==> src/rtl/fetch_pkg.sv <==
// Shared types and constants for the instruction fetch path.
package fetch_pkg;

  localparam logic [31:0] FETCH_RESET_PC = 32'h0000_0000;
  localparam logic [31:0] FETCH_PC_STEP  = 32'd4;

  typedef struct packed {
    logic [31:0] pc;
    logic [31:0] inst;
  } fetch_entry_t;

  typedef enum logic [1:0] {IDLE, STREAM, FULL} fetch_state_t;

endpackage

==> src/rtl/fetch_buffer.sv <==
// Circular instruction buffer with push, pop and flush; exposes occupancy and head entry.
module fetch_buffer
  import fetch_pkg::*;
#(
  parameter int DEPTH = 2
) (
  input  logic                   clock,
  input  logic                   reset,
  input  logic                   push,
  input  fetch_entry_t           push_entry,
  input  logic                   pop,
  input  logic                   flush,
  output logic [$clog2(DEPTH):0] count,
  output fetch_entry_t           head
);

  localparam int PW = $clog2(DEPTH);
  localparam int CW = PW + 1;

  fetch_entry_t  mem_q [DEPTH];
  fetch_entry_t  mem_d [DEPTH];
  logic [PW-1:0] head_q, head_d;
  logic [PW-1:0] tail_q, tail_d;
  logic [CW-1:0] count_q, count_d;
  logic          pop_ok;

  // A pop on an empty buffer is dropped so count can never underflow.
  assign pop_ok = pop && (count_q != '0);

  always_comb begin
    mem_d   = mem_q;
    head_d  = head_q;
    tail_d  = tail_q;
    count_d = count_q;
    if (flush) begin
      head_d  = '0;
      tail_d  = '0;
      count_d = '0;
    end else begin
      if (push) begin
        mem_d[tail_q] = push_entry;
        tail_d        = tail_q + PW'(1);
      end
      if (pop_ok) begin
        head_d = head_q + PW'(1);
      end
      case ({push, pop_ok})
        2'b10:   count_d = count_q + CW'(1);
        2'b01:   count_d = count_q - CW'(1);
        default: count_d = count_q;
      endcase
    end
  end

  always_ff @(posedge clock or negedge reset) begin
    if (!reset) begin
      for (int i = 0; i < DEPTH; i++) begin
        mem_q[i] <= '0;
      end
      head_q  <= '0;
      tail_q  <= '0;
      count_q <= '0;
    end else begin
      mem_q   <= mem_d;
      head_q  <= head_d;
      tail_q  <= tail_d;
      count_q <= count_d;
    end
  end

  assign count = count_q;
  assign head  = mem_q[head_q];

endmodule

==> src/rtl/fetch_sequencer.sv <==
// Fetch initiator: owns the PC, issues one IFU read per credit, buffers returned words for decode.
module fetch_sequencer
  import fetch_pkg::*;
#(
  parameter logic [31:0] RESET_PC  = FETCH_RESET_PC,
  parameter logic [31:0] PC_STEP   = FETCH_PC_STEP,
  parameter int          BUF_DEPTH = 2
) (
  input  logic        clock,
  input  logic        reset,
  output logic [31:0] fetch_add,
  input  logic [31:0] inst_code,
  input  logic        redirect_valid,
  input  logic [31:0] redirect_pc,
  output logic        inst_valid,
  output logic [31:0] inst_out,
  output logic [31:0] inst_pc,
  input  logic        inst_ready
);

  localparam int          CW      = $clog2(BUF_DEPTH) + 1;
  localparam logic [CW:0] DEPTH_V = (CW + 1)'(BUF_DEPTH);

  logic [31:0]   pc_q, pc_d;
  logic          inflight_q, inflight_d;
  logic [31:0]   inflight_pc_q, inflight_pc_d;
  fetch_state_t  state_q, state_d;

  logic [CW-1:0] count;
  fetch_entry_t  head;
  fetch_entry_t  cap_entry;
  logic          pop, issue, push;
  logic [CW:0]   occ_now, occ_credit, occ_next;

  assign inst_valid = (count != '0);
  assign pop        = inst_valid && inst_ready;

  // Credits count both buffered entries and the read still in flight, minus this cycle's pop.
  assign occ_now    = {1'b0, count} + {{CW{1'b0}}, inflight_q};
  assign occ_credit = occ_now - {{CW{1'b0}}, pop};
  assign issue      = !redirect_valid && (occ_credit < DEPTH_V);
  assign push       = inflight_q && !redirect_valid;
  assign cap_entry  = '{pc: inflight_pc_q, inst: inst_code};

  always_comb begin
    pc_d          = pc_q;
    inflight_d    = 1'b0;
    inflight_pc_d = inflight_pc_q;
    state_d       = state_q;
    occ_next      = '0;
    if (redirect_valid) begin
      pc_d    = redirect_pc;
      state_d = IDLE;
    end else begin
      if (issue) begin
        pc_d          = pc_q + PC_STEP;
        inflight_d    = 1'b1;
        inflight_pc_d = pc_q;
      end
      occ_next = occ_credit + {{CW{1'b0}}, inflight_d};
      if (occ_next == DEPTH_V) begin
        state_d = FULL;
      end else if (occ_next == '0) begin
        state_d = IDLE;
      end else begin
        state_d = STREAM;
      end
    end
  end

  always_ff @(posedge clock or negedge reset) begin
    if (!reset) begin
      pc_q          <= RESET_PC;
      inflight_q    <= 1'b0;
      inflight_pc_q <= '0;
      state_q       <= IDLE;
    end else begin
      pc_q          <= pc_d;
      inflight_q    <= inflight_d;
      inflight_pc_q <= inflight_pc_d;
      state_q       <= state_d;
    end
  end

  fetch_buffer #(
    .DEPTH (BUF_DEPTH)
  ) u_buffer (
    .clock      (clock),
    .reset      (reset),
    .push       (push),
    .push_entry (cap_entry),
    .pop        (pop && !redirect_valid),
    .flush      (redirect_valid),
    .count      (count),
    .head       (head)
  );

  assign fetch_add = pc_q;
  assign inst_out  = head.inst;
  assign inst_pc   = head.pc;

  // FULL means every credit is consumed by buffered or in-flight entries.
  a_full_occupancy: assert property (@(posedge clock) disable iff (!reset)
    (state_q == FULL) |-> (occ_now == DEPTH_V));

endmodule
==> config.mk <==
export PLATFORM = sky130hd
export DESIGN_NAME = fetch_sequencer
export DESIGN_NICKNAME = d
export VERILOG_FILES = /design/src/rtl/fetch_pkg.sv /design/src/rtl/fetch_buffer.sv /design/src/rtl/fetch_sequencer.sv
export SDC_FILE = /design/constraint.sdc
export NUM_CORES = 1
export LEC_CHECK = 0
export ABC_AREA = 0
export CORE_MARGIN = 5
export CORE_UTILIZATION = 47
export CTS_BUF_LIST = sky130_fd_sc_hd__clkbuf_4 sky130_fd_sc_hd__clkbuf_8
export DETAILED_ROUTE_END_ITERATION = 12
export DONT_BUFFER_PORTS = 1
export PLACE_DENSITY = 0.66
export REMOVE_ABC_BUFFERS = 1
export SLEW_MARGIN = 5
export SYNTH_ARGS = -nofsm -noshare
export SYNTH_HDL_FRONTEND = slang
export SYNTH_SLANG_ARGS = --single-unit
==> constraint.sdc <==
create_clock -name clock -period 4.4 [get_ports clock]
set_input_delay 0.88 -clock clock [delete_from_list [all_inputs] [get_ports clock]]
set_output_delay 0.88 -clock clock [all_outputs]
set_load 0.02 [all_outputs]
==> implementation parameters <==
Parameter                              Value

Synthesis
  Fraction of synthesis flops using an asynchronous set or reset pin    1.00
  Yosys synthesis warning count    0
  Top cell type by total area after synthesis    dfrtp_1
  Most used flip-flop cell after synthesis    dfrtp_1
  Synthesis-stage register bit count    197
  Sequential share of the synthesized area    0.558
  Cell count after synthesis    654
  Average cell area after synthesis    13.5 µm²
  Area contributors post-synth    dfrtp_1 56%, mux2_2 28%, a31oi_1 1.2%, o31ai_1 1.2%, or4_1 1.2%
  EDFF count, synth    0
  Distinct cells, synth    47
  Post-synthesis instance area    8830 µm²
  Top-area cell type share of the netlist area    0.558

Floorplanning
  Initial Utilization    0.475
  Overall die area    21600 µm²
  Core Region    18600 µm²
  X dimension of the die    147 µm
  Number of top-level pins    165
  Cell Rows    50
  Die Height    147 µm

Worst setup path
  Data arrival time of the worst path    4.14 ns
  Setup crit end kind    flop
  Worst stage delay on the critical path    0.83 ns
  Required @ worst endpoint    4.77 ns
  CP Launch Type    flop
  Type of the setup path with the least slack    flop to flop
  Largest driver fanout on the critical path    18
  Master of the slowest instance on the critical path    or4b_1
  Cell-by-cell listing of the critical path    or2_2 > nand2_1 > inv_1 > ha_1 > nand2b_1 > fa_1 > nand4_1 > or4b_1 > or4_1 > a31oi_1

Power
  PwrDens    716 nW/µm²
  Overall power of the completed layout    6.76 mW
  Leak Pwr    3.89 nW
  IR drop worst, VDD    0.000319 V

Layout
  Most common cell after layout, fill and taps aside    mux2_2
  Filler cell count in the final layout    1630
  Fraction of layout instances using a drive strength above 1    0.413
  Number of nets at the end of the flow    711
  Growth of design area from synthesis to finish    6.90%
  Multi-input gate area in the final layout    3700 µm²
  Most used cells in the layout excluding fill and tap cells    223 x mux2_2, 196 x dfrtp_1, 24 x nand2_1
  Flip-flop and latch area    4930 µm²
  Post-route cell area    9440 µm²
  Inserted Diodes    0

Route
  Routed vias    5222
  Post-route antenna net violation count    0
  Remaining design rule violation count    0
  Per-cell routed wire length    21.3 µm
  1st-iter DRT viols    178
  Post-detailed-routing wire length    18900 µm
  Via-per-instance ratio    5.89
  Pre-Repair DR Iteration Count    4

Hold path
  Worst Hold Class    input port to async pin

Status
  Result of the run    finished clean

Flow run
  Reported max-cap violation count    0

Timing
  Slew at the pin closest to its max-slew limit    1.06 ns
  Max Clock Skew    0.0109 ns
  Final hold violations    0
  Worst slew margin    0.294
  Upper clock frequency limit    265 MHz
  Post-route fraction of the period consumed by the critical path    0.857
  Minimum period implied by the final worst setup slack    3.77 ns
  RSZ-0062 raised after global routing    no
  Setup violation total in the final timing report    0
  Number of slew-limit violations in the final report    0

Placed design
  Global placement routability congestion    0.782
  DPL Wire Length    12500 µm
  Count of input and output buffers    0
  Area post-placement    9020 µm²

Global route
  Gr ovfl total    0
  Aggregate global-route resource usage    0.178
  Wire length of the first global-routing pass    30500 µm
  Maximum number of pins on one net before global-route repair    198
  Vias in the first global route    5453
  Antenna violations before repair    1

CTS
  Clock latency reported for the late side of the worst-skew pair    0.45 ns
  Total number of clock tree sinks    197
  TritonCTS clock tree    built
  Num CTS Buffers    17
  Hold bufs inserted after CTS    0
  Clock root buffer    clkbuf_8
  Setup Fix Bufs, Post-CTS    0
  Clk slew on worst S/H paths    0.10 ns
  Number of buffers on the longest clock path    2
  Quantity of gates resized following cts    0
  Maximum level of the CTS H-tree    4
registers in the layout, indices dropped and copies added (netlist names):
name,count
u_buffer.head_q,1
fetch_add,32
inflight_pc_q,32
u_buffer.count,2
u_buffer.mem_q,128
u_buffer.tail_q,1
inflight_q,1
layout make-up:
cell class | count | share of cell area
clock inverters | 12 | 0.0158
clock buffers | 20 | 0.0292
multi-input cells | 410 | 0.392
inverters | 8 | 0.00318
well taps | 234 | 0.0310
repair buffers | 6 | 0.00610
flip-flops and latches | 197 | 0.523
synthesized netlist by cell type (all sizes together) (2+ instances only):
| cell type | number |
|---|---|
| mux2 | 223 |
| dfrtp | 197 |
| clkbuf | 26 |
| nand2 | 24 |
| nor2 | 21 |
| a31oi | 17 |
| o21ai | 15 |
| nand3 | 14 |
| o31ai | 14 |
| or4 | 14 |
| buf | 11 |
| nand4 | 11 |
| inv | 8 |
| xor2 | 7 |
| and3 | 6 |
| and4 | 5 |
| xnor2 | 4 |
| nand2b | 3 |
| nor4 | 3 |
| o31a | 3 |
| or3 | 3 |
| a211o | 2 |
| dlygate4sd1 | 2 |
| ha | 2 |
| o211a | 2 |
| or2 | 2 |
critical path: cells and delay by family, from the launching register on:
| kind | cells | cell delay [ns] |
|---|---|---|
| and+or+nand+nor | 6 | 2.19 |
| adders and majority gates | 2 | 0.81 |
| DFF | 1 | 0.45 |
| AOI/OAI and AO/OA | 1 | 0.19 |
| buffers and inverters | 1 | 0.06 |
worst paths after layout:
| check | to | startpoint | slack, ns | cells past startpoint |
|---|---|---|---|---|
| min in group clock | u_buffer.head_q | redirect_valid | 0.50 | 1 |
| worst max register to register | fetch_add[23] | u_buffer.count[1] | 0.63 | 10 |
| worst max-delay path | fetch_add[23] | u_buffer.count[1] | 0.63 | 10 |
| worst min register to register | u_buffer.mem_q[52] | u_buffer.mem_q[52] | 0.51 | 1 |
| worst min-delay path | u_buffer.mem_q[22] | reset | 0.12 | 0 |
| max in group asynchronous | fetch_add[26] | reset | 4.02 | 0 |
cell families after synthesis:
group	Yosys count	synth area share
adder cells (fa/ha/maj)	3	0.00510
flip-flops	197	0.558
XOR/XNOR	11	0.0109
AND/OR/NAND/NOR	113	0.0703
buffers and inverters	47	0.0251
multiplexers	224	0.285
AO/OA/AOI/OAI	59	0.0450
per-layer routing:
metal / vias up / wire [µm] / GRT usage
met4: 2 / 233 / 0.0517
met1: 2675 / 7810 / 0.217
met2: 161 / 9230 / 0.292
li1: 2364 / - / -
met3: 20 / 1610 / 0.0734
met5: - / 7 / 0
per-stage QoR:
stage / setup TNS [ns] / utilization / std cells / hold WS [ns] / setup WS [ns]
after floorplan: -123.04 / - / 615 / 0.462 / -1.92
after detailed placement: 0 / 0.485 / 855 / 0.488 / 0.603
after global routing: 0 / 0.508 / 887 / 0.0599 / 0.445
after CTS: 0 / 0.508 / 887 / 0.0748 / 0.609
final: 0 / 0.508 / 887 / 0.119 / 0.628
after global placement: 0 / 0.485 / 855 / 0.480 / 0.719
power breakdown:
part	switching [mW]	internal, mW	leakage (nW)
clock	0.619	0.608	0.219
sequential	0.579	2.60	2.34
combinational	1.18	1.17	1.33
total	2.38	4.38	3.89
Note: power is estimated with default switching activity, not from simulation.
